## src/rtl/riscv_pkg.sv

```systemverilog
// rtl/riscv_pkg.sv - shared types and constants for the writeback stage
package riscv_pkg;

    localparam int XLEN = 32;

    typedef enum logic [0:0] {
        WB_IDLE      = 1'b0,
        WB_WAIT_LOAD = 1'b1
    } wb_state_e;

    localparam logic [2:0] F3_LB  = 3'b000;
    localparam logic [2:0] F3_LH  = 3'b001;
    localparam logic [2:0] F3_LW  = 3'b010;
    localparam logic [2:0] F3_LBU = 3'b100;
    localparam logic [2:0] F3_LHU = 3'b101;

endpackage

```

## src/rtl/riscv_load_align.sv

```systemverilog
// rtl/riscv_load_align.sv - selects, aligns and extends load data from a raw memory word
module riscv_load_align (
    input  logic [2:0]  funct3,
    input  logic [1:0]  addr_lsb,
    input  logic [31:0] rdata,
    output logic [31:0] data
);
    import riscv_pkg::*;

    logic [7:0]  byte_sel;
    logic [15:0] half_sel;

    // Pick the byte/halfword lane; halfword ignores addr_lsb[0] since misalignment traps earlier
    always_comb begin
        byte_sel = rdata[7:0];
        case (addr_lsb)
            2'd0: byte_sel = rdata[7:0];
            2'd1: byte_sel = rdata[15:8];
            2'd2: byte_sel = rdata[23:16];
            2'd3: byte_sel = rdata[31:24];
            default: byte_sel = rdata[7:0];
        endcase
        half_sel = addr_lsb[1] ? rdata[31:16] : rdata[15:0];
    end

    // Extend by load type; unknown encodings fall back to a full word
    always_comb begin
        data = rdata;
        case (funct3)
            F3_LB:   data = {{24{byte_sel[7]}}, byte_sel};
            F3_LH:   data = {{16{half_sel[15]}}, half_sel};
            F3_LW:   data = rdata;
            F3_LBU:  data = {24'h0, byte_sel};
            F3_LHU:  data = {16'h0, half_sel};
            default: data = rdata;
        endcase
    end

endmodule

```

## src/rtl/riscv_wb_stage.sv

```systemverilog
// rtl/riscv_wb_stage.sv - MEM->WB writeback stage; WB_INSTRET_EN adds a retired-instruction counter
module riscv_wb_stage #(
    parameter int XLEN = 32
`ifdef WB_INSTRET_EN
    ,
    parameter int INSTRET_W = 64
`endif
) (
    input  logic            clk_i,
    input  logic            rst_i,
    input  logic            mem_valid_i,
    output logic            mem_ready_o,
    input  logic            mem_rd_write_i,
    input  logic [4:0]      mem_rd_addr_i,
    input  logic [XLEN-1:0] mem_alu_result_i,
    input  logic            mem_is_load_i,
    input  logic [2:0]      mem_funct3_i,
    input  logic            dmem_rvalid_i,
    input  logic [XLEN-1:0] dmem_rdata_i,
    output logic            wb_q_is_rd_write,
    output logic [4:0]      wb_rd_addr,
    output logic [XLEN-1:0] wb_rd_wdata
`ifdef WB_INSTRET_EN
    ,
    output logic [INSTRET_W-1:0] wb_instret_o
`endif
);
    import riscv_pkg::*;

    wb_state_e       state;
    logic [4:0]      ld_rd;
    logic [2:0]      ld_funct3;
    logic [1:0]      ld_lsb;
    logic            ld_rd_write;
    logic [XLEN-1:0] ld_data;

    logic accept;
    logic accept_alu;
    logic load_done;
    logic retire;

    assign mem_ready_o = (state == WB_IDLE);
    assign accept      = mem_ready_o && mem_valid_i;
    assign accept_alu  = accept && !mem_is_load_i;
    assign load_done   = (state == WB_WAIT_LOAD) && dmem_rvalid_i;
    assign retire      = accept_alu || load_done;

    riscv_load_align u_align (
        .funct3   (ld_funct3),
        .addr_lsb (ld_lsb),
        .rdata    (dmem_rdata_i),
        .data     (ld_data)
    );

    // FSM and latched load context; rvalid is only honoured in WAIT_LOAD
    always_ff @(posedge clk_i) begin
        if (rst_i) begin
            state       <= WB_IDLE;
            ld_rd       <= 5'd0;
            ld_funct3   <= 3'd0;
            ld_lsb      <= 2'd0;
            ld_rd_write <= 1'b0;
        end else begin
            case (state)
                WB_IDLE: begin
                    if (accept && mem_is_load_i) begin
                        state       <= WB_WAIT_LOAD;
                        ld_rd       <= mem_rd_addr_i;
                        ld_funct3   <= mem_funct3_i;
                        ld_lsb      <= mem_alu_result_i[1:0];
                        ld_rd_write <= mem_rd_write_i;
                    end
                end
                WB_WAIT_LOAD: begin
                    if (dmem_rvalid_i) begin
                        state <= WB_IDLE;
                    end
                end
                default: state <= WB_IDLE;
            endcase
        end
    end

    // Registered write port; address/data only move when a write is actually strobed
    always_ff @(posedge clk_i) begin
        if (rst_i) begin
            wb_q_is_rd_write <= 1'b0;
            wb_rd_addr       <= 5'd0;
            wb_rd_wdata      <= '0;
        end else begin
            wb_q_is_rd_write <= 1'b0;
            if (accept_alu && mem_rd_write_i && (mem_rd_addr_i != 5'd0)) begin
                wb_q_is_rd_write <= 1'b1;
                wb_rd_addr       <= mem_rd_addr_i;
                wb_rd_wdata      <= mem_alu_result_i;
            end else if (load_done && ld_rd_write && (ld_rd != 5'd0)) begin
                wb_q_is_rd_write <= 1'b1;
                wb_rd_addr       <= ld_rd;
                wb_rd_wdata      <= ld_data;
            end
        end
    end

`ifdef WB_INSTRET_EN
    // Count every retirement, including those whose rd write is suppressed; wraps naturally
    always_ff @(posedge clk_i) begin
        if (rst_i) begin
            wb_instret_o <= '0;
        end else if (retire) begin
            wb_instret_o <= wb_instret_o + 1'b1;
        end
    end
`else
    logic unused_retire;
    assign unused_retire = retire;
`endif

endmodule

```

## config.mk

```make
export PLATFORM = sky130hd
export DESIGN_NAME = riscv_wb_stage
export DESIGN_NICKNAME = d
export VERILOG_FILES = /design/src/rtl/riscv_pkg.sv /design/src/rtl/riscv_load_align.sv /design/src/rtl/riscv_wb_stage.sv
export SDC_FILE = /design/constraint.sdc
export NUM_CORES = 1
export LEC_CHECK = 0
export ABC_AREA = 1
export BUFFER_PORTS_ARGS = -buffer_cell sky130_fd_sc_hd__buf_2
export CAP_MARGIN = 20
export CORE_ASPECT_RATIO = 0.7
export CORE_MARGIN = 2
export CORE_UTILIZATION = 53
export CTS_CLUSTER_DIAMETER = 120
export CTS_CLUSTER_SIZE = 16
export DETAILED_ROUTE_END_ITERATION = 8
export PLACE_DENSITY = 0.83
export SLEW_MARGIN = 10
export SYNTH_ARGS = -nofsm -noshare
export SYNTH_HDL_FRONTEND = slang
export SYNTH_SLANG_ARGS = --single-unit
```

## constraint.sdc

```tcl
create_clock -name clk_i -period 2.5 [get_ports clk_i]
set_input_delay 0.25 -clock clk_i [delete_from_list [all_inputs] [get_ports clk_i]]
set_output_delay 0.25 -clock clk_i [all_outputs]
set_load 0.01 [all_outputs]
```

==> flow_summary.toml <==
[global_routing]
antenna_found_initial = 0
grt_use_met3_pct = 7.269
grtUsageMet2_pct = 44.63
grtUsageMet1_pct = 38.61
grt_busiest_layer = "met2"
grt_usage_pct = 28.26
grt_remaining_overflow = 0
grt_pass1_vias = 3036
grt_pass1_wl_um = 14000
grt_max_degree = 40

[cts]
numCtsBuffers = 5
postCtsHoldBufs = 0
insertion_delay_ns = 0.32
clk_pin_slew_ns = 0.10
root_buffer = "clkbuf_8"
cts_tree = "yes"
ctsHtreeMaxLevel = 2
clock-sinks = 50
post_cts_resized = 0
cts_setup_buffers = 0
cts.path.max_buffers = 2

[cells_and_area]
drive_gt1_share_pct = 27.52
fin_nets = 691
area_delta_synth_final_pct = 22.35
antennaDiodeCount = 0
final_cells = 689

[timing]
rsz0062_at_grt = "false"
final.min_clock_period_ns = 1.947
fin_tns_setup_ns = 0
period_share_pct = 77.89
setup_violations = 0
fin_skew_ns = 0.009853
hold_viol = 0
max-slew-margin-rel_pct = 61.03
worstMarginPinSlew_ns = 0.5832
drv_slew = 0
max_freq_ghz = 0.5135

[setup_path]
cp-startpoint = "ld_lsb[1]$_SDFFE_PP0P_"
crit_end = "wb_rd_wdata[31]$_SDFFE_PP0P_"
worst_setup_path_start_kind = "flip-flop"
crit_arrival_ns = 2.21
rr_endpoint = "wb_rd_wdata[31]$_SDFFE_PP0P_"
critPathMaxFanout = 24
r2r_slack_ns = 0.55
cp-end-kind = "flip-flop"
r2r-start = "ld_lsb[1]$_SDFFE_PP0P_"
r2r_cells = 8
critical_path_class = "reg -> reg"
worstPathRequired_ns = 2.77

[route]
firstDrtPassIters = 5
wl_per_cell_um = 12.95
wirelength_um = 8921
drtIter0Drc = 233
vias_per_cell = 5.118
route.antenna.remaining_nets = 0
route.vias.total = 3526
drcViolationCount = 0

[synth]
synthArstFlopShare_pct = 0
syn_area_per_cell_um2 = 6.104
synth_area_leaders = "dfxtp_1, nand2_1, nor2_1"
syn-instance-count = 509
synth_adder_area_share_pct = 0
synthMuxAreaShare_pct = 0
ys.warnings.count = 0
synth_simple_gate_area_share_pct = 48.77
synth-edff-count = 0
synth_top_cells_by_count = "nand2_1, nor2_1, dfxtp_1"
yosys.area.top_type_share_pct = 32.22
synthXorXnorAreaFrac_pct = 0
synth_top_family_by_area = "simple AND/OR/NAND/NOR gates"
ys_types = 25
yosysSeqAreaShare_pct = 32.22
synth_compound_area_share_pct = 10.23
netlist_area_um2 = 3107
synth_most_common_cell = "nand2_1"
synth_top_cell_by_area = "dfxtp_1"
synth-main-ff-cell = "dfxtp_1"
synth-seq-cells = 50
syn_nets = 587

[floorplanning]
rows = 23
die_h_um = 68.06
fp.dieArea_um2 = 6500
die-width_um = 95.51
io_pins = 117
core_area_um2 = 5698
start_util_pct = 54.52

[outcome]
status = "completed"

[pwr]
p_int_w = 0.001316
peakVddDrop_mv = 0.2846
p_per_area_nw_per_um2 = 506.5
power_switching_w = 0.0006095
p_seq_share_pct = 45.1
p_sw_share_pct = 31.65
p_comb_share_pct = 24.4
p_clk_share_pct = 30.6
leakage_nw = 2.188

[place]
portBuffers = 116
hpwl_um = 6709
place_congestion = 0.9153
placed_cells = 681

[worst_hold_path]
hp-class = "in -> reg"

[flow_run]
max-cap-violations = 0
[layout by cell type, fill, tap and decap left out]
| cell type | count |
|---|---|
| nor2_4 | 1 |
| bufinv_16 | 1 |
| nor2_8 | 2 |
| a21boi_0 | 8 |
| buf_2 | 116 |
| clkinv_1 | 1 |
| inv_2 | 5 |
| inv_1 | 29 |
| or2_2 | 4 |
| buf_4 | 7 |
| nor3_1 | 4 |
| nand4_2 | 1 |
| o21ai_0 | 19 |
| nand2_4 | 4 |
| a21boi_1 | 9 |
| clkbuf_8 | 5 |
| o21ai_1 | 1 |
| dfxtp_1 | 50 |
| nand3_2 | 2 |
| nand3_1 | 41 |
| nand3b_1 | 6 |
| nor2_2 | 19 |
| clkinv_2 | 2 |
| nand2_1 | 202 |
| a21oi_1 | 18 |
| nor2_1 | 57 |
[final cells by class]
type,instances,area [µm²]
Clock buffer,5,68.82
Clock inverter,3,40.04
Fill cell,541,1897
Inverter,35,131.4
Multi-Input combinational cell,398,1833
Sequential cell,50,1001
Tap cell,75,93.84
Timing Repair Buffer,123,633.1
[layer usage]
metal	vias up	share of wire (%)
met5	-	0
met4	0	1.1
met3	10	8.8
met2	151	43
met1	1570	47
li1	1795	-
[how the worst min path moves through the flow]
stage                     depth (start not counted)  slack, ns                    startpoint                      endpoint
after floorplan                                   1       0.32                         rst_i              state$_SDFF_PP0_
after global placement                            2       0.43  wb_rd_wdata[16]$_SDFFE_PP0P_  wb_rd_wdata[16]$_SDFFE_PP0P_
after detailed placement                          2       0.44  wb_rd_wdata[14]$_SDFFE_PP0P_  wb_rd_wdata[14]$_SDFFE_PP0P_
after CTS                                         2       0.17                         rst_i              state$_SDFF_PP0_
after global routing                              2       0.17                         rst_i              state$_SDFF_PP0_
final                                             2       0.17                         rst_i              state$_SDFF_PP0_
[critical path: stages (launching register included)]
cell and delay [ns]:
dfxtp_1 0.57, inv_2 0.21, nand2_1 0.13, nand2_1 0.05, nand2_1 0.08, nand4_2 0.45
nand3_1 0.27, nand2_1 0.07, nand2_1 0.05
[power groups by stage]
stage | clock [W] | sequential [W] | combinational [W]
after global routing | 0.000630 | 0.000873 | 0.000531
after detailed placement | 0 | 0.000885 | 0.000465
after CTS | 0.000596 | 0.000866 | 0.000467
final | 0.000589 | 0.000868 | 0.000469
after global placement | 0 | 0.000883 | 0.000455
after floorplan | 0 | 0.000894 | 0.000292
[flip-flops by register name, summed over array words and instances (netlist names)]
register,cells
wb_rd_addr,5
ld_rd,5
ld_lsb,2
wb_rd_wdata,32
state,1
ld_funct3,3
wb_q_is_rd_write,1
ld_rd_write,1
[metrics by stage]
| stage | hold WS (ns) | cell area, µm² | utilization [%] | total power, W | setup WS (ns) |
|---|---|---|---|---|---|
| 3_5_place_dp | 0.4363 | 3692 | 64.80 | 0.001350 | 0.5890 |
| 4_1_cts | 0.1732 | 3801 | 66.71 | 0.001930 | 0.5564 |
| 6_report | 0.1668 | 3801 | 66.71 | 0.001925 | 0.5527 |
| 2_1_floorplan | 0.3191 | 3107 | - | 0.001185 | 1.252 |
| 5_1_grt | 0.1713 | 3801 | 66.71 | 0.002034 | 0.3286 |
| 3_3_place_gp | 0.4309 | 3692 | 64.80 | 0.001338 | 0.6366 |
[cell families (layout without fill, tap and decap cells)]
group | Yosys count | after routing
flip-flops | 50 | 50
AO/OA/AOI/OAI | 55 | 55
buffers and inverters | 61 | 166
AND/OR/NAND/NOR | 343 | 343
Note: power is estimated with default switching activity, not from simulation.
